[config.mk]
export PLATFORM = sky130hd
export DESIGN_NAME = div_req_arbiter
export DESIGN_NICKNAME = d
export VERILOG_FILES = /design/src/rtl/div_req_arbiter.sv
export SDC_FILE = /design/constraint.sdc
export NUM_CORES = 1
export LEC_CHECK = 0
export CORE_ASPECT_RATIO = 0.9
export CORE_UTILIZATION = 50
export DETAILED_ROUTE_END_ITERATION = 8
export HOLD_SLACK_MARGIN = 0.15
export PLACE_DENSITY = 0.86
export SLEW_MARGIN = 20
export SYNTH_ARGS = -nofsm -noshare
export SYNTH_HDL_FRONTEND = slang
export SYNTH_SLANG_ARGS = --single-unit
export TNS_END_PERCENT = 20
[constraint.sdc]
create_clock -name aclk -period 8.6 [get_ports aclk]
set_clock_uncertainty 0.2 [all_clocks]
set_input_delay 1.72 -clock aclk [delete_from_list [all_inputs] [get_ports aclk]]
set_output_delay 1.72 -clock aclk [all_outputs]
set_load 0.1 [all_outputs]
[src/rtl/div_req_arbiter.sv]
// div_req_arbiter
//   Shares one unsigned pipelined divider core between NREQ signed requesters.
//   A round-robin arbiter picks one request per cycle. The arbiter sends the operand
//   magnitudes to the core and pushes a tag {id, neg, dbz} into an in-order FIFO.
//   When a core result returns, the arbiter pops the tag, re-applies the sign and
//   routes the result back tagged with the requester ID.
//
// Ports
//   aclk, aresetn            clock, synchronous active-low reset
//   req_valid/req_ready      per-requester handshake; req_ready is a one-hot grant
//   req_dividend/divisor     packed signed 16-bit operands, requester i at [16i+15:16i]
//   core_*_tdata/core_tvalid operand magnitudes to the divider core
//   core_dout_tdata/tvalid   unsigned 32-bit result from the core (no backpressure)
//   rsp_valid/id/data/dbz    signed result pulse back to the owning requester
//   busy                     at least one operation in flight
//   err_underflow            sticky: the core returned a result with no tag pending
module div_req_arbiter #(
  parameter int unsigned NREQ    = 4,
  parameter int unsigned MAX_OUT = 8,
  parameter int unsigned IDW     = 2
) (
  input  logic               aclk,
  input  logic               aresetn,
  input  logic [NREQ-1:0]    req_valid,
  output logic [NREQ-1:0]    req_ready,
  input  logic [NREQ*16-1:0] req_dividend,
  input  logic [NREQ*16-1:0] req_divisor,
  output logic [15:0]        core_dividend_tdata,
  output logic [15:0]        core_divisor_tdata,
  output logic               core_tvalid,
  input  logic [31:0]        core_dout_tdata,
  input  logic               core_dout_tvalid,
  output logic               rsp_valid,
  output logic [IDW-1:0]     rsp_id,
  output logic [31:0]        rsp_data,
  output logic               rsp_dbz,
  output logic               busy,
  output logic               err_underflow
);

  localparam int unsigned CW = $clog2(MAX_OUT + 1);
  localparam int unsigned PW = $clog2(MAX_OUT);

  typedef struct packed {
    logic [IDW-1:0] id;
    logic           neg;
    logic           dbz;
  } tag_t;

  logic [IDW-1:0] r_ptr;
  logic [CW-1:0]  r_cnt;
  logic [PW-1:0]  r_wr;
  logic [PW-1:0]  r_rd;
  tag_t           r_fifo [MAX_OUT];
  logic [15:0]    r_dvd;
  logic [15:0]    r_dvs;
  logic           r_core_valid;
  logic           r_rsp_valid;
  logic [IDW-1:0] r_rsp_id;
  logic [31:0]    r_rsp_data;
  logic           r_rsp_dbz;
  logic           r_busy;
  logic           r_err;

  logic           w_can_issue;
  logic [NREQ-1:0] w_gnt;
  logic [IDW-1:0] w_gnt_idx;
  logic [IDW-1:0] w_idx;
  logic           w_xfer;
  logic           w_pop;
  logic [CW-1:0]  w_cnt_d;
  logic [15:0]    w_dvd;
  logic [15:0]    w_dvs;
  logic [IDW-1:0] w_ptr_d;
  tag_t           w_tag_in;
  tag_t           w_tag_out;
  logic [31:0]    w_rsp_data;

  function automatic logic [15:0] mag16(input logic [15:0] x);
    // -32768 maps to 0x8000, which the unsigned core reads as +32768
    return x[15] ? (~x + 16'd1) : x;
  endfunction

  // A pop in the same cycle frees a slot, so a full pipe can still accept one
  assign w_can_issue = (r_cnt < CW'(MAX_OUT)) || ((r_cnt == CW'(MAX_OUT)) && core_dout_tvalid);

  always_comb begin
    w_gnt     = '0;
    w_gnt_idx = '0;
    w_idx     = '0;
    w_xfer    = 1'b0;
    if (w_can_issue) begin
      for (int unsigned k = 0; k < NREQ; k++) begin
        w_idx = IDW'((32'(r_ptr) + k) % NREQ);
        if (!w_xfer && req_valid[w_idx]) begin
          w_xfer    = 1'b1;
          w_gnt_idx = w_idx;
          w_gnt[w_idx] = 1'b1;
        end
      end
    end
  end

  assign req_ready = w_gnt;

  assign w_dvd   = req_dividend[{w_gnt_idx, 4'b0000} +: 16];
  assign w_dvs   = req_divisor[{w_gnt_idx, 4'b0000} +: 16];
  assign w_ptr_d = (w_gnt_idx == IDW'(NREQ - 1)) ? '0 : w_gnt_idx + 1'b1;

  // A result with no tag pending is dropped and only flags underflow
  assign w_pop   = core_dout_tvalid && (r_cnt != '0);
  assign w_cnt_d = r_cnt + CW'(w_xfer) - CW'(w_pop);

  assign w_tag_in.id  = w_gnt_idx;
  assign w_tag_in.neg = w_dvd[15] ^ w_dvs[15];
  assign w_tag_in.dbz = (w_dvs == 16'd0);
  assign w_tag_out    = r_fifo[r_rd];

  always_comb begin
    w_rsp_data = core_dout_tdata;
    if (w_tag_out.dbz) begin
      w_rsp_data = 32'd0;
    end else if (w_tag_out.neg) begin
      w_rsp_data = ~core_dout_tdata + 32'd1;
    end
  end

  // Tag storage needs no reset: occupancy is tracked by r_cnt and the pointers
  always_ff @(posedge aclk) begin
    if (w_xfer) begin
      r_fifo[r_wr] <= w_tag_in;
    end
  end

  always_ff @(posedge aclk) begin
    if (!aresetn) begin
      r_ptr        <= '0;
      r_cnt        <= '0;
      r_wr         <= '0;
      r_rd         <= '0;
      r_dvd        <= '0;
      r_dvs        <= '0;
      r_core_valid <= 1'b0;
      r_rsp_valid  <= 1'b0;
      r_rsp_id     <= '0;
      r_rsp_data   <= '0;
      r_rsp_dbz    <= 1'b0;
      r_busy       <= 1'b0;
      r_err        <= 1'b0;
    end else begin
      r_core_valid <= w_xfer;
      r_cnt        <= w_cnt_d;
      r_busy       <= (w_cnt_d != '0);
      r_rsp_valid  <= w_pop;
      if (w_xfer) begin
        r_ptr <= w_ptr_d;
        r_dvd <= mag16(w_dvd);
        r_dvs <= mag16(w_dvs);
        r_wr  <= r_wr + 1'b1;
      end
      if (w_pop) begin
        r_rd       <= r_rd + 1'b1;
        r_rsp_id   <= w_tag_out.id;
        r_rsp_dbz  <= w_tag_out.dbz;
        r_rsp_data <= w_rsp_data;
      end
      if (core_dout_tvalid && (r_cnt == '0)) begin
        r_err <= 1'b1;
      end
    end
  end

  assign core_dividend_tdata = r_dvd;
  assign core_divisor_tdata  = r_dvs;
  assign core_tvalid         = r_core_valid;
  assign rsp_valid           = r_rsp_valid;
  assign rsp_id              = r_rsp_id;
  assign rsp_data            = r_rsp_data;
  assign rsp_dbz             = r_rsp_dbz;
  assign busy                = r_busy;
  assign err_underflow       = r_err;

endmodule

Yosys cells after proc, flatten, opt, wreduce, memory -nomap -nowiden
Memories as Yosys holds them, arrays and structs flattened. A register that Yosys moved wholly into a read port is not among the register bits.
Cells that the tools add are included.
{"block": "totals", "ff_bits": 83, "mem_bits_rw": 32, "out_inout_bits": 75, "n_memories": 1}
{"block": "op_classes", "addsub": 11, "order_cmp": 9, "eq_ne": 2, "shifts": 2, "n_mux": 46, "bitwise": 7, "n_reduce_logical": 18}
{"name": "r_fifo", "words": 8, "word_bits": 4, "read_ports": 1, "rd_ports_with_merged_regs": 1, "write_ports": 1, "line": "54", "rtl": "tag_t r_fifo [MAX_OUT];"}
{"operator": "64-bit by 7-bit indexed part select with 16-bit output", "count": 2}
{"operator": "32-bit 2-to-1 mux", "count": 2}
{"operator": "16-bit by 1-bit adder with 16-bit output, second input constant", "count": 2}
{"operator": "32-bit by 1-bit adder with 32-bit output, second input constant", "count": 1}
{"operator": "16-bit 2-to-1 mux", "count": 2}
{"operator": "4-bit 2-to-1 mux", "count": 8}
{"operator": "16-bit inverter", "count": 2}
{"operator": "32-bit inverter", "count": 1}
{"operator": "1-bit 2-to-1 mux", "count": 18}
{"operator": "16-bit logical NOT", "count": 1}
{"operator": "2-bit by 3-bit less-than comparator with 1-bit output, second input constant", "count": 4}
{"operator": "2-bit 2-to-1 mux", "count": 6}
{"operator": "4-bit OR", "count": 3}
{"operator": "1-bit logical AND", "count": 10}
{"operator": "1-bit binary-select mux with 2-bit select", "count": 4}
{"operator": "1-bit demux with 2-bit select", "count": 4}
{"operator": "2-bit by 1-bit >= comparator with 1-bit output, second input constant", "count": 4}
{"operator": "4-bit nonzero test", "count": 2}
{"operator": "3-bit by 1-bit adder with 3-bit output, second input constant", "count": 2}
{"operator": "3-bit 2-to-1 mux", "count": 2}
{"operator": "2-bit by 1-bit adder with 2-bit output, second input constant", "count": 2}
{"operator": "2-bit adder, second input constant", "count": 2}
{"operator": "4-bit by 1-bit adder with 4-bit output", "count": 1}
{"operator": "4-bit == test, second input constant", "count": 1}
{"operator": "other kinds (7)", "count": 9}

Logic depth before layout (Yosys ltp)
Gate-level depths: netlist of the first run.
{"block": "logic_depth", "ltp_word": 20, "ltp_mapped": 19}

Worst setup path after synthesis of the first run
OpenSTA, ideal clock, no wires.
{"block": "synth_timing", "path_type": "input -> output", "startpoint": "input req_valid[3]", "endpoint": "output req_ready[0]", "t_arrival_ns": 4.189, "required_time_ns": 6.680, "slack_ns": 2.491, "path_stages": 7, "n_path_buf": 1, "path_cell_list": "buf_2 > mux4_1 > nor2_2 > a22oi_1 > nor2_1 > a221oi_1 > nor2_1"}
{"block": "synth_via", "elab_chain_cells": 16, "word_cells_on_any_way": 31, "classes_between": "mux: 22; bitwise: 3; reduce/logical: 6"}
{"element": "from (decl)", "line": "24", "rtl": "input logic [NREQ-1:0] req_valid,"}
{"element": "1-bit binary-select mux with 2-bit select", "line": "95", "rtl": "if (!w_xfer && req_valid[w_idx]) begin"}
{"element": "1-bit 2-to-1 mux (implied by the code)", "line": "95"}
{"element": "1-bit 2-to-1 mux", "line": "95"}
{"element": "1-bit 2-to-1 mux", "line": "92", "rtl": "if (w_can_issue) begin"}
{"element": "1-bit logical NOT", "line": "95"}
{"element": "1-bit logical AND", "line": "95"}
{"element": "1-bit 2-to-1 mux", "line": "95"}
{"element": "1-bit 2-to-1 mux", "line": "92"}
{"element": "1-bit logical NOT", "line": "95"}
{"element": "1-bit logical AND", "line": "95"}
{"element": "1-bit 2-to-1 mux", "line": "95"}
{"element": "1-bit 2-to-1 mux", "line": "92"}
{"element": "1-bit logical NOT", "line": "95"}
{"element": "1-bit logical AND", "line": "95"}
{"element": "4-bit 2-to-1 mux *", "line": "95"}
{"element": "4-bit 2-to-1 mux *", "line": "92"}
{"element": "to (decl)", "line": "25", "rtl": "output logic [NREQ-1:0] req_ready,"}
Mark *: on every way between the ends. The rest lies on a longest branch, timed or not. The select of a mux whose other input is x is not followed.

Worst setup path after layout of the first run
{"block": "layout_timing", "startpoint": "input req_valid[3]", "endpoint": "output req_ready[1]"}
Same word-level chain as after synthesis.

==> run metrics, run 1 <==
total of buffers placed on input and output ports=241; number of fillers in the final layout=957; area of the placeable core=roughly 14000 um2; final global-route overflow total=0; share of final-layout standard cells stronger than drive strength 1=7.22%; fraction of registers with async set/reset=0%; Die Footprint=15100 um2; estimated wirelength of the detail-placed design=14700 um; number of nets at the end of the flow=1171; areal power density over the cells=around 470 nW/um2; worst slew slack as a fraction of its limit=roughly 28%; ys flop type=dfxtp_1; Post-Syn Area=7280 um2; maximum number of pins on one net before global-route repair=60; final number of hold-violating endpoints=0; antenna violations before repair=0; first drt pass iteration count=5; count of buffering cells on the critical path with inverters included=2; unrepaired setup endpoints after global routing=false; leakage power=3.97 nW; Post-CTS Hold Fix Bufs=0; cell count after synthesis=between 700 and 800; Total Negative Setup Slacks=0 ps; detail-routed net length per standard cell=17.8 um; remaining antenna violation count after routing=0; combined area of the multi-input logic cells=4280 um2; worst-path cell with the longest stage delay=clkdlybuf4s50_1; Max IR drop VDD=0.276 mV; crit path capture type=output port; total setup buffers inserted after CTS=0; I/O pins=242; H-tree depth=4; root buffer cell=clkbuf_16; CTS sink cnt=about 120; DRC violations left=0; Cell Chain, Critical Path=clkdlybuf4s50_1 -> mux4_1 -> nor2_2 -> a22oi_1 -> nor2_1 -> a221oi_1 -> nor2_1 -> clkdlybuf4s50_1; max-cap viol count=0; vias per std cell=5.75; TritonCTS clock tree=built; max-slew violation count=0; Clock Latency Late Sink=410 ps; die span in y=117 um; final-report setup violation count=0; Die W=~130 um; PostCTS Resize Cnt=0; overall power=4.93 mW; most used standard cells in the synthesized netlist=mux2i_1, nor2_1, dfxtp_1, nand2_1, xnor2_1; top cells by area, synth=dfxtp_1, mux2i_1, edfxtp_1; post-synthesis sequential area ratio=36.8%; clock tree buffer depth=2; slew at the pin closest to its max-slew limit=1080 ps; FP Rows=41; Placer Congestion=0.893; flip-flop and latch area=2680 um2; delay-heaviest family, CP=buffers and inverters; P&R area growth vs syn=43.2%; flop and latch count out of synthesis=118; top fanout value on the critical path=10; effective utilization at floorplan=approximately half; share of the synthesized area in the top cell type=23.6%; clock transition time at the flip-flop clock pins of the worst setup and hold paths=50 ps; vias in the first global route=6584; number of vias in the routed layout=~6800; Avg Inst Size Synth=around 9.5 um2; number of distinct library cell variants in the gate-level netlist after synthesis=between 60 and 70; run status=finished clean; Overall Global Routing Usage=28.7%; Iteration-0 DRC Markers=501; wire length of the first global-routing pass=33300 um; HP Class=reg2reg; Fmax achieved=0.148 GHz; data required time of the critical path=about 6700 ps; ratio of final minimum period to clock period=78.8%; startpoint kind of the worst setup timing path=primary input; EDFF count, synth=32; minimum clock period=6780 ps; synthesis warning total=0; Antenna Diode Count=0; post-detailed-routing wire length=21200 um; Setup Crit Path Kind=in2out; net count after synthesis=950; critical path data arrival time=4860 ps; number of buffers created by CTS=17; Critical Path Max Stage Delay=1130 ps; post-synth top area cell=dfxtp_1
==> metal layers <==
metal | share of wire (%) | global-route usage, % | up-vias
met2 | 49 | 50.2 | 317
met5 | 0 | 0 | -
met1 | 41 | 34.0 | 3224
li1 | - | - | 3263
met4 | 2.6 | 11.1 | 0
met3 | 7.8 | 7.15 | 44
==> area by class of cell <==
| class | instances | area share, % |
|---|---|---|
| Clock buffer | 21 | 4.22 |
| Clock inverter | 11 | 1.96 |
| Sequential cell | 118 | 25.7 |
| Multi-Input combinational cell | 572 | 41.1 |
| Tap cell | 193 | 2.32 |
| Inverter | 24 | 0.864 |
| Timing Repair Buffer | 251 | 23.8 |
==> worst min-delay path: cells and delay by family (launching register included) <==
family | cells | cell delay (ps)
simple gates | 1 | 50
compound gates | 1 | 50
flops | 1 | 300
==> stage by stage <==
| step | hold slack, ps | instances | cell area (um2) | util (%) | setup WS (ps) |
|---|---|---|---|---|---|
| finish | 257 | 1190 | 10400 | 73.9 | 1820 |
| global route | 283 | 1190 | 10400 | 73.9 | 1730 |
| CTS | 262 | 1190 | 10400 | 73.9 | 1860 |
| detailed placement | 255 | 1158 | 9780 | 69.3 | 1830 |
| global placement | 245 | 1158 | 9780 | 69.3 | 1990 |
| floorplan | 254 | 763 | 7280 | - | 2490 |
==> cell usage in the layout (no fill, tap or decap), types with 3 or more instances in the layout <==
master and n:
a211oi_1 13, a21oi_1 33, a221oi_1 4, a22oi_1 37, a311oi_1 4, a31oi_1 13
a41oi_1 4, and3_1 3, buf_4 10, bufinv_16 6, clkbuf_1 4, clkbuf_16 17
clkdlybuf4s50_1 241, clkinv_2 4, dfxtp_1 86, edfxtp_1 32, ha_1 19, inv_1 22
mux2_2 6, mux2i_1 97, mux4_2 8, nand2_1 38, nand3_1 12, nand3b_1 3
nor2_1 96, nor2b_1 3, nor3_1 16, nor3b_1 3, nor4_1 8, o21ai_0 33
o31ai_1 8, o41ai_1 6, or3_1 6, or4_1 3, xnor2_1 38, xor2_1 18
==> kinds of logic (layout without fill, tap and decap cells) <==
group / count (synthesis) / count (layout) / synth area share [%]
flip-flops: 118 / 118 / 36.8
AND/OR/NAND/NOR: 209 / 209 / 14.0
multiplexers: 114 / 114 / 17.5
XOR/XNOR: 56 / 56 / 6.73
buffers and inverters: 73 / 307 / 4.96
adder cells (fa/ha/maj): 20 / 20 / 3.54
AO/OA/AOI/OAI: 173 / 173 / 16.4
==> worst paths after layout <==
| path | startpoint | to | slack, ps | cells after the start |
|---|---|---|---|---|
| hold reg to reg | core_dividend_tdata[0] | core_dividend_tdata[0] | 260 | 2 |
| setup / recovery | req_valid[3] | req_ready[1] | 1820 | 8 |
| hold / removal | core_dividend_tdata[0] | core_dividend_tdata[0] | 260 | 2 |
| setup reg to reg | r_ptr[0] | r_fifo[5][0] | 2560 | 11 |
==> flip-flops by register name, indices dropped and copies added, names as in the netlist, named ones only <==
name                 flops
r_fifo                  32
rsp_data                32
core_dividend_tdata     16
core_divisor_tdata      16
r_cnt                    4
r_rd                     3
r_wr                     3
r_ptr                    2
rsp_id                   2
busy                     1
core_tvalid              1
err_underflow            1
rsp_dbz                  1
rsp_valid                1
==> power breakdown <==
part	switching, mW	internal [mW]
clock network	0.244	0.540
registers	0.117	0.789
logic	2.17	1.07
Note: power is estimated with default switching activity, not from simulation.
==> run 2, diff against run 1 <==
--- a/config.mk
+++ b/config.mk
@@ -6,10 +6,10 @@
 export NUM_CORES = 1
 export LEC_CHECK = 0
 export CORE_ASPECT_RATIO = 0.9
-export CORE_UTILIZATION = 50
+export CORE_UTILIZATION = 47
 export DETAILED_ROUTE_END_ITERATION = 8
 export HOLD_SLACK_MARGIN = 0.15
-export PLACE_DENSITY = 0.86
+export PLACE_DENSITY = 0.82
 export SLEW_MARGIN = 20
 export SYNTH_ARGS = -nofsm -noshare
 export SYNTH_HDL_FRONTEND = slang
==> constraint.sdc (replaced) <==
create_clock -name aclk -period 6.6 [get_ports aclk]
set_clock_uncertainty 0.2 [all_clocks]
set_input_delay 1.32 -clock aclk [delete_from_list [all_inputs] [get_ports aclk]]
set_output_delay 1.32 -clock aclk [all_outputs]
set_load 0.1 [all_outputs]
==> run 2 against run 1 <==
  * Clock power is 16% higher
  * Core utilization is 4.3 points lower
  * Cell count is 0.59% higher
  * Wire length is 2.4% lower
  * Worst setup slack worse by 800 ps
  * Hold slack hardly changed
  * Critical endpoint is now core_dividend_tdata[14]
  * Sequential share of layout area is 0.11 points higher
  * Combinational power is 29% higher
==> run metrics, run 2 (synthesis gave the netlist of run 1 again) <==
post-detailed-routing wire length=20700 um (-2.4%); data required time of the critical path=6660 ps (-20 ps); most frequent standard cell in the layout excluding fill and tap cells=clkdlybuf4s50_1; worst slew slack as a fraction of its limit=23.2% (-4.7 points); estimated wirelength of the detail-placed design=14800 um (+0.43%); Die Footprint=16000 um2 (+6.3%); effective utilization at floorplan=48.8% (-2.8 points); wire length of the first global-routing pass=33500 um (+0.66%); number of buffers created by CTS=17 (unchanged); max-cap viol count=0 (unchanged); combined area of the multi-input logic cells=4290 um2 (about the same); maximum number of pins on one net before global-route repair=58 (-3.3%); HP Class=reg2reg; critical path data arrival time=5640 ps (+780 ps); number of vias in the routed layout=6799 (-0.72%); leakage power=3.96 nW (-0.19%); number of nets at the end of the flow=1173 (+0.17%); PostCTS Resize Cnt=0 (unchanged); root buffer cell=clkbuf_16; DRC violations left=0 (unchanged); Placer Congestion=0.848 (-5.1%); max-slew violation count=0 (unchanged); TritonCTS clock tree=built; final number of hold-violating endpoints=0 (unchanged); antenna violations before repair=0 (unchanged); areal power density over the cells=605 nW/um2 (+28%); area of the placeable core=14900 um2 (+5.8%); total setup buffers inserted after CTS=0 (unchanged); first drt pass iteration count=7 (+2); Max IR drop VDD=0.566 mV (+110%); vias in the first global route=6780 (+3.0%); Setup Crit Path Kind=in2reg; Die W=133 um (+3.1%); clock tree buffer depth=2 (unchanged); remaining antenna violation count after routing=0 (unchanged); share of the core filled with cells=69.6% (-4.3 points); top fanout value on the critical path=29 (+19); ratio of final minimum period to clock period=between 80% and 90%; FP Rows=42 (+2.4%); CTS sink cnt=118 (unchanged); crit path capture type=flop; minimum clock period=5580 ps; final-report setup violation count=0 (unchanged); Iteration-0 DRC Markers=419 (-16%); run status=finished clean; Clock Latency Late Sink=400 ps (about the same); I/O pins=242 (unchanged); total of buffers placed on input and output ports=241 (unchanged); most frequent cells in the layout=clkdlybuf4s50_1, nor2_1, mux2i_1, dfxtp_1; flip-flop and latch area=2680 um2 (unchanged); unrepaired setup endpoints after global routing=false; P&R area growth vs syn=42.6%; slew at the pin closest to its max-slew limit=1140 ps (+63.1 ps); final global-route overflow total=0 (unchanged); Post-CTS Hold Fix Bufs=0 (unchanged); Antenna Diode Count=0 (unchanged); die span in y=120 um (+3.1%); startpoint kind of the worst setup timing path=primary input; H-tree depth=4 (unchanged); number of fillers in the final layout=1127 (+18%); vias per std cell=5.68 (-1.3%); Overall Global Routing Usage=26.6% (-2.1 points); Fmax achieved=0.179 GHz; Total Negative Setup Slacks=0 ps (unchanged); clock transition time at the flip-flop clock pins of the worst setup and hold paths=50 ps (about the same); share of final-layout standard cells stronger than drive strength 1=8.01% (+0.79 points); detail-routed net length per standard cell=17.3 um (-3.0%)
run 2: power by group:
group          switching [mW]  total, mW  internal [mW]
sequential              0.156       1.18           1.03
combinational            2.79       4.19           1.40
clock                   0.312      0.908          0.595
run 2: area by class of cell:
| cell class | count | share of cell area, % |
|---|---|---|
| multi-input combinational | 572 | 41.3 |
| clock inverter | 8 | 0.903 |
| inverter | 24 | 0.867 |
| sequential | 118 | 25.8 |
| clock buffer | 24 | 4.75 |
| tap | 198 | 2.38 |
| timing repair buffer | 253 | 24.0 |
run 2: through the flow:
stage / area, um2 / instances / power [mW] / hold slack (ps) / setup WS (ps)
after floorplan: 7280 / 763 / 4.48 / 254 / 1290
after global routing: 10400 / 1197 / 6.63 / 286 / 650
after CTS: 10400 / 1197 / 6.27 / 258 / 1120
after global placement: 9790 / 1165 / 5.27 / 246 / 894
final: 10400 / 1197 / 6.28 / 256 / 1020
after detailed placement: 9790 / 1165 / 5.32 / 251 / 758
run 2: worst paths after layout:
check / cells after the start / slack, ps / startpoint / endpoint
max: 13 / 1020 / req_valid[3] / core_dividend_tdata[14]
min: 2 / 260 / core_divisor_tdata[0] / core_divisor_tdata[0]
max reg2reg: 14 / 1080 / r_ptr[0] / core_dividend_tdata[14]
min reg2reg: 2 / 260 / core_divisor_tdata[0] / core_divisor_tdata[0]
run 2: worst max-delay path, stage by stage:
cell	delay, ps
clkdlybuf4s50_1	580
mux2_2	360
mux2i_1	210
nor2_2	120
o311ai_4	820
buf_4	520
mux2i_1	240
inv_1	130
ha_1	200
nor4b_2	550
a41oi_1	250
xnor2_1	210
a21oi_1	90
run 2: per-layer routing:
metal  routed length, um  track usage, %  up-vias  share of wire (%)
li1                    -               -     3270                  -
met1                8320            31.6     3193                 40
met2               10200            46.0      306                 49
met3                1760            7.73       30                8.5
met4                 411            8.81        0                2.0
met5                   0               0        -                  0
==> run 3, diff against run 2 <==
--- a/config.mk
+++ b/config.mk
@@ -6,10 +6,10 @@
 export NUM_CORES = 1
 export LEC_CHECK = 0
 export CORE_ASPECT_RATIO = 0.9
-export CORE_UTILIZATION = 47
+export CORE_UTILIZATION = 42
 export DETAILED_ROUTE_END_ITERATION = 8
 export HOLD_SLACK_MARGIN = 0.15
-export PLACE_DENSITY = 0.82
+export PLACE_DENSITY = 0.77
 export SLEW_MARGIN = 20
 export SYNTH_ARGS = -nofsm -noshare
 export SYNTH_HDL_FRONTEND = slang
==> constraint.sdc (replaced) <==
create_clock -name aclk -period 4.7 [get_ports aclk]
set_clock_uncertainty 0.2 [all_clocks]
set_input_delay 0.94 -clock aclk [delete_from_list [all_inputs] [get_ports aclk]]
set_output_delay 0.94 -clock aclk [all_outputs]
set_load 0.1 [all_outputs]
==> run 3 against run 2 <==
  * Cell count increased by 4.3%
  * First-iteration DRC count shrank 29%
  * Total power increased by 47%
  * Clock power up 43%
  * Hold slack better by 8.5 ps
  * Global-route usage decreased by 3.4 points
  * Die area up 12%
  * Combinational power rose by 50%
  * Wire length down 0.59%
  * Critical path depth is the same
  * Design area rose by 3.8%
  * Highest routed layer unchanged
==> run metrics, run 3 (synthesis gave the netlist of run 1 again) <==
effective utilization at floorplan=43.1% (-5.7 points); worst hold slack after final layout=265 ps (+8.50 ps); Placer Congestion=0.843 (-0.51%); post-detailed-routing wire length=20600 um (-0.59%); root buffer cell=clkbuf_16; HP Class=reg2reg; leakage power=4.17 nW (+5.3%); total setup buffers inserted after CTS=0 (unchanged); Setup Crit Path Kind=in2reg; data required time of the critical path=4770 ps (-1890 ps); Fmax achieved=0.224 GHz; Clock Latency Late Sink=410 ps (about the same); startpoint kind of the worst setup timing path=primary input; final-report setup violation count=0 (unchanged); flip-flop and latch area=2680 um2 (unchanged); TritonCTS clock tree=built; launch point of the worst reg-to-reg path=r_ptr[0]; worst hold path depth=2 (unchanged); most frequent standard cell in the layout excluding fill and tap cells=clkdlybuf4s50_1; number of placed instances with taps included=1217 (+4.5%); maximum number of pins on one net before global-route repair=60 (+3.4%); detail-routed net length per standard cell=16.5 um (-4.7%); top fanout value on the critical path=24 (-17%); clock tree buffer depth=2 (unchanged); number of buffers created by CTS=17 (unchanged); I/O pins=242 (unchanged); minimum clock period=4470 ps; vias per std cell=5.41 (-4.8%); run status=finished clean; standard cell area after detailed placement=10200 um2 (+4.1%); estimated wirelength of the detail-placed design=15500 um (+4.4%); RR Endpoint=core_dividend_tdata[14]; Post-CTS Hold Fix Bufs=0 (unchanged); Die W=141 um (+5.7%); max-slew violation count=0 (unchanged); Worst R2R Setup Slack=610 ps (-470 ps); final global-route overflow total=0 (unchanged); die span in y=127 um (+5.7%); Overall Global Routing Usage=23.2% (-3.4 points); crit path capture type=flop; end point of the worst hold path=err_underflow; Total Negative Setup Slacks=0 ps (unchanged); unrepaired setup endpoints after global routing=false; FP Rows=45 (+7.1%); overall power=9.23 mW (+47%); first drt pass iteration count=4 (-3); DRC violations left=0 (unchanged); Iteration-0 DRC Markers=299 (-29%); areal power density over the cells=856 nW/um2 (+42%); combined area of the multi-input logic cells=4280 um2 (-0.23%); remaining antenna violation count after routing=0 (unchanged); P&R area growth vs syn=48.0%; share of final-layout standard cells stronger than drive strength 1=11.2% (+3.2 points); H-tree depth=4 (unchanged); max-cap viol count=0 (unchanged); Die Footprint=17900 um2 (+12%); non-filler instance count after layout=1249 (+4.3%); clock transition time at the flip-flop clock pins of the worst setup and hold paths=50 ps (about the same); slew at the pin closest to its max-slew limit=1010 ps (-127 ps); number of fillers in the final layout=1409 (+25%); path depth of the worst reg2reg path=13 (-1); wire length of the first global-routing pass=32500 um (-2.9%); vias in the first global route=6489 (-4.3%); area of the placeable core=16900 um2 (+13%); CTS sink cnt=118 (unchanged); Design Area, Final=10800 um2 (+3.8%); Antenna Diode Count=0 (unchanged); critical path data arrival time=4540 ps (-1100 ps); most frequent cells in the layout=clkdlybuf4s50_1, mux2i_1, nor2_1, dfxtp_1, buf_4; PostCTS Resize Cnt=0 (unchanged); final number of hold-violating endpoints=0 (unchanged); ratio of final minimum period to clock period=a little over nine tenths; worst slew slack as a fraction of its limit=30.5% (+7.2 points); Max IR drop VDD=0.434 mV (-23%); antenna violations before repair=0 (unchanged); number of vias in the routed layout=6754 (-0.66%); startpoint of the lowest-slack hold path=err_underflow; total of buffers placed on input and output ports=241 (unchanged); number of nets at the end of the flow=1212 (+3.3%)
==> run 3: cell count changes in the layout (fill, tap and decap cells not counted), sizes merged <==
| cell | delta |
|---|---|
| clkinv | +2 |
| buf | +39 |
| clkinvlp | +1 |
| inv | -1 |
| clkbuf | -3 |
| bufinv | +1 |
==> run 3: how the worst max path moves through the flow <==
stage,from,to,slack [ps],cells past startpoint
6_report,req_valid[1],core_dividend_tdata[14],230,13
5_1_grt,req_valid[1],core_dividend_tdata[14],20,13
4_1_cts,req_valid[1],core_dividend_tdata[14],250,13
3_5_place_dp,req_valid[1],core_dividend_tdata[14],-190,13
2_1_floorplan,req_valid[3],req_ready[0],150,7
3_3_place_gp,req_valid[1],core_dividend_tdata[14],-40,13
==> run 3: per-stage QoR <==
stage / worst slack, ps / util (%)
after global placement: -38.6 / 60.3
after CTS: 253 / 63.8
after global routing: 16.7 / 63.8
after floorplan: 151 / -
final: 233 / 63.8
after detailed placement: -195 / 60.3
==> run 3: critical path, cell delays in order <==
cell and delay (ps):
clkdlybuf4s50_1 550, mux2_4 330, mux2i_1 220, nor2_2 100
o311ai_4 720, buf_12 270, mux2i_1 120, inv_1 90
ha_1 200, nor4b_2 500, a41oi_1 220, xnor2_1 180
a21oi_1 80
==> run 3: layer usage <==
| layer | global-route usage, % | routed length [um] | vias to the layer above |
|---|---|---|---|
| met5 | 0 | 0 | - |
| met4 | 6.01 | 215 | 0 |
| met3 | 7.13 | 1510 | 18 |
| met2 | 41.1 | 10300 | 253 |
| met1 | 27.1 | 8570 | 3148 |
| li1 | - | - | 3335 |
==> run 3: final cells by class <==
type / instances / share of cell area (%)
timing repair buffer: 292 / 26.7
sequential: 118 / 24.9
clock buffer: 21 / 4.27
tap: 211 / 2.45
clock inverter: 11 / 1.22
multi-input combinational: 572 / 39.7
inverter: 24 / 0.836
==> run 3: report_power, final <==
part           internal (mW)  switching [mW]  leakage (nW)
registers               1.44           0.184          1.01
logic                   2.30            4.00          2.87
clock network          0.852           0.447         0.285
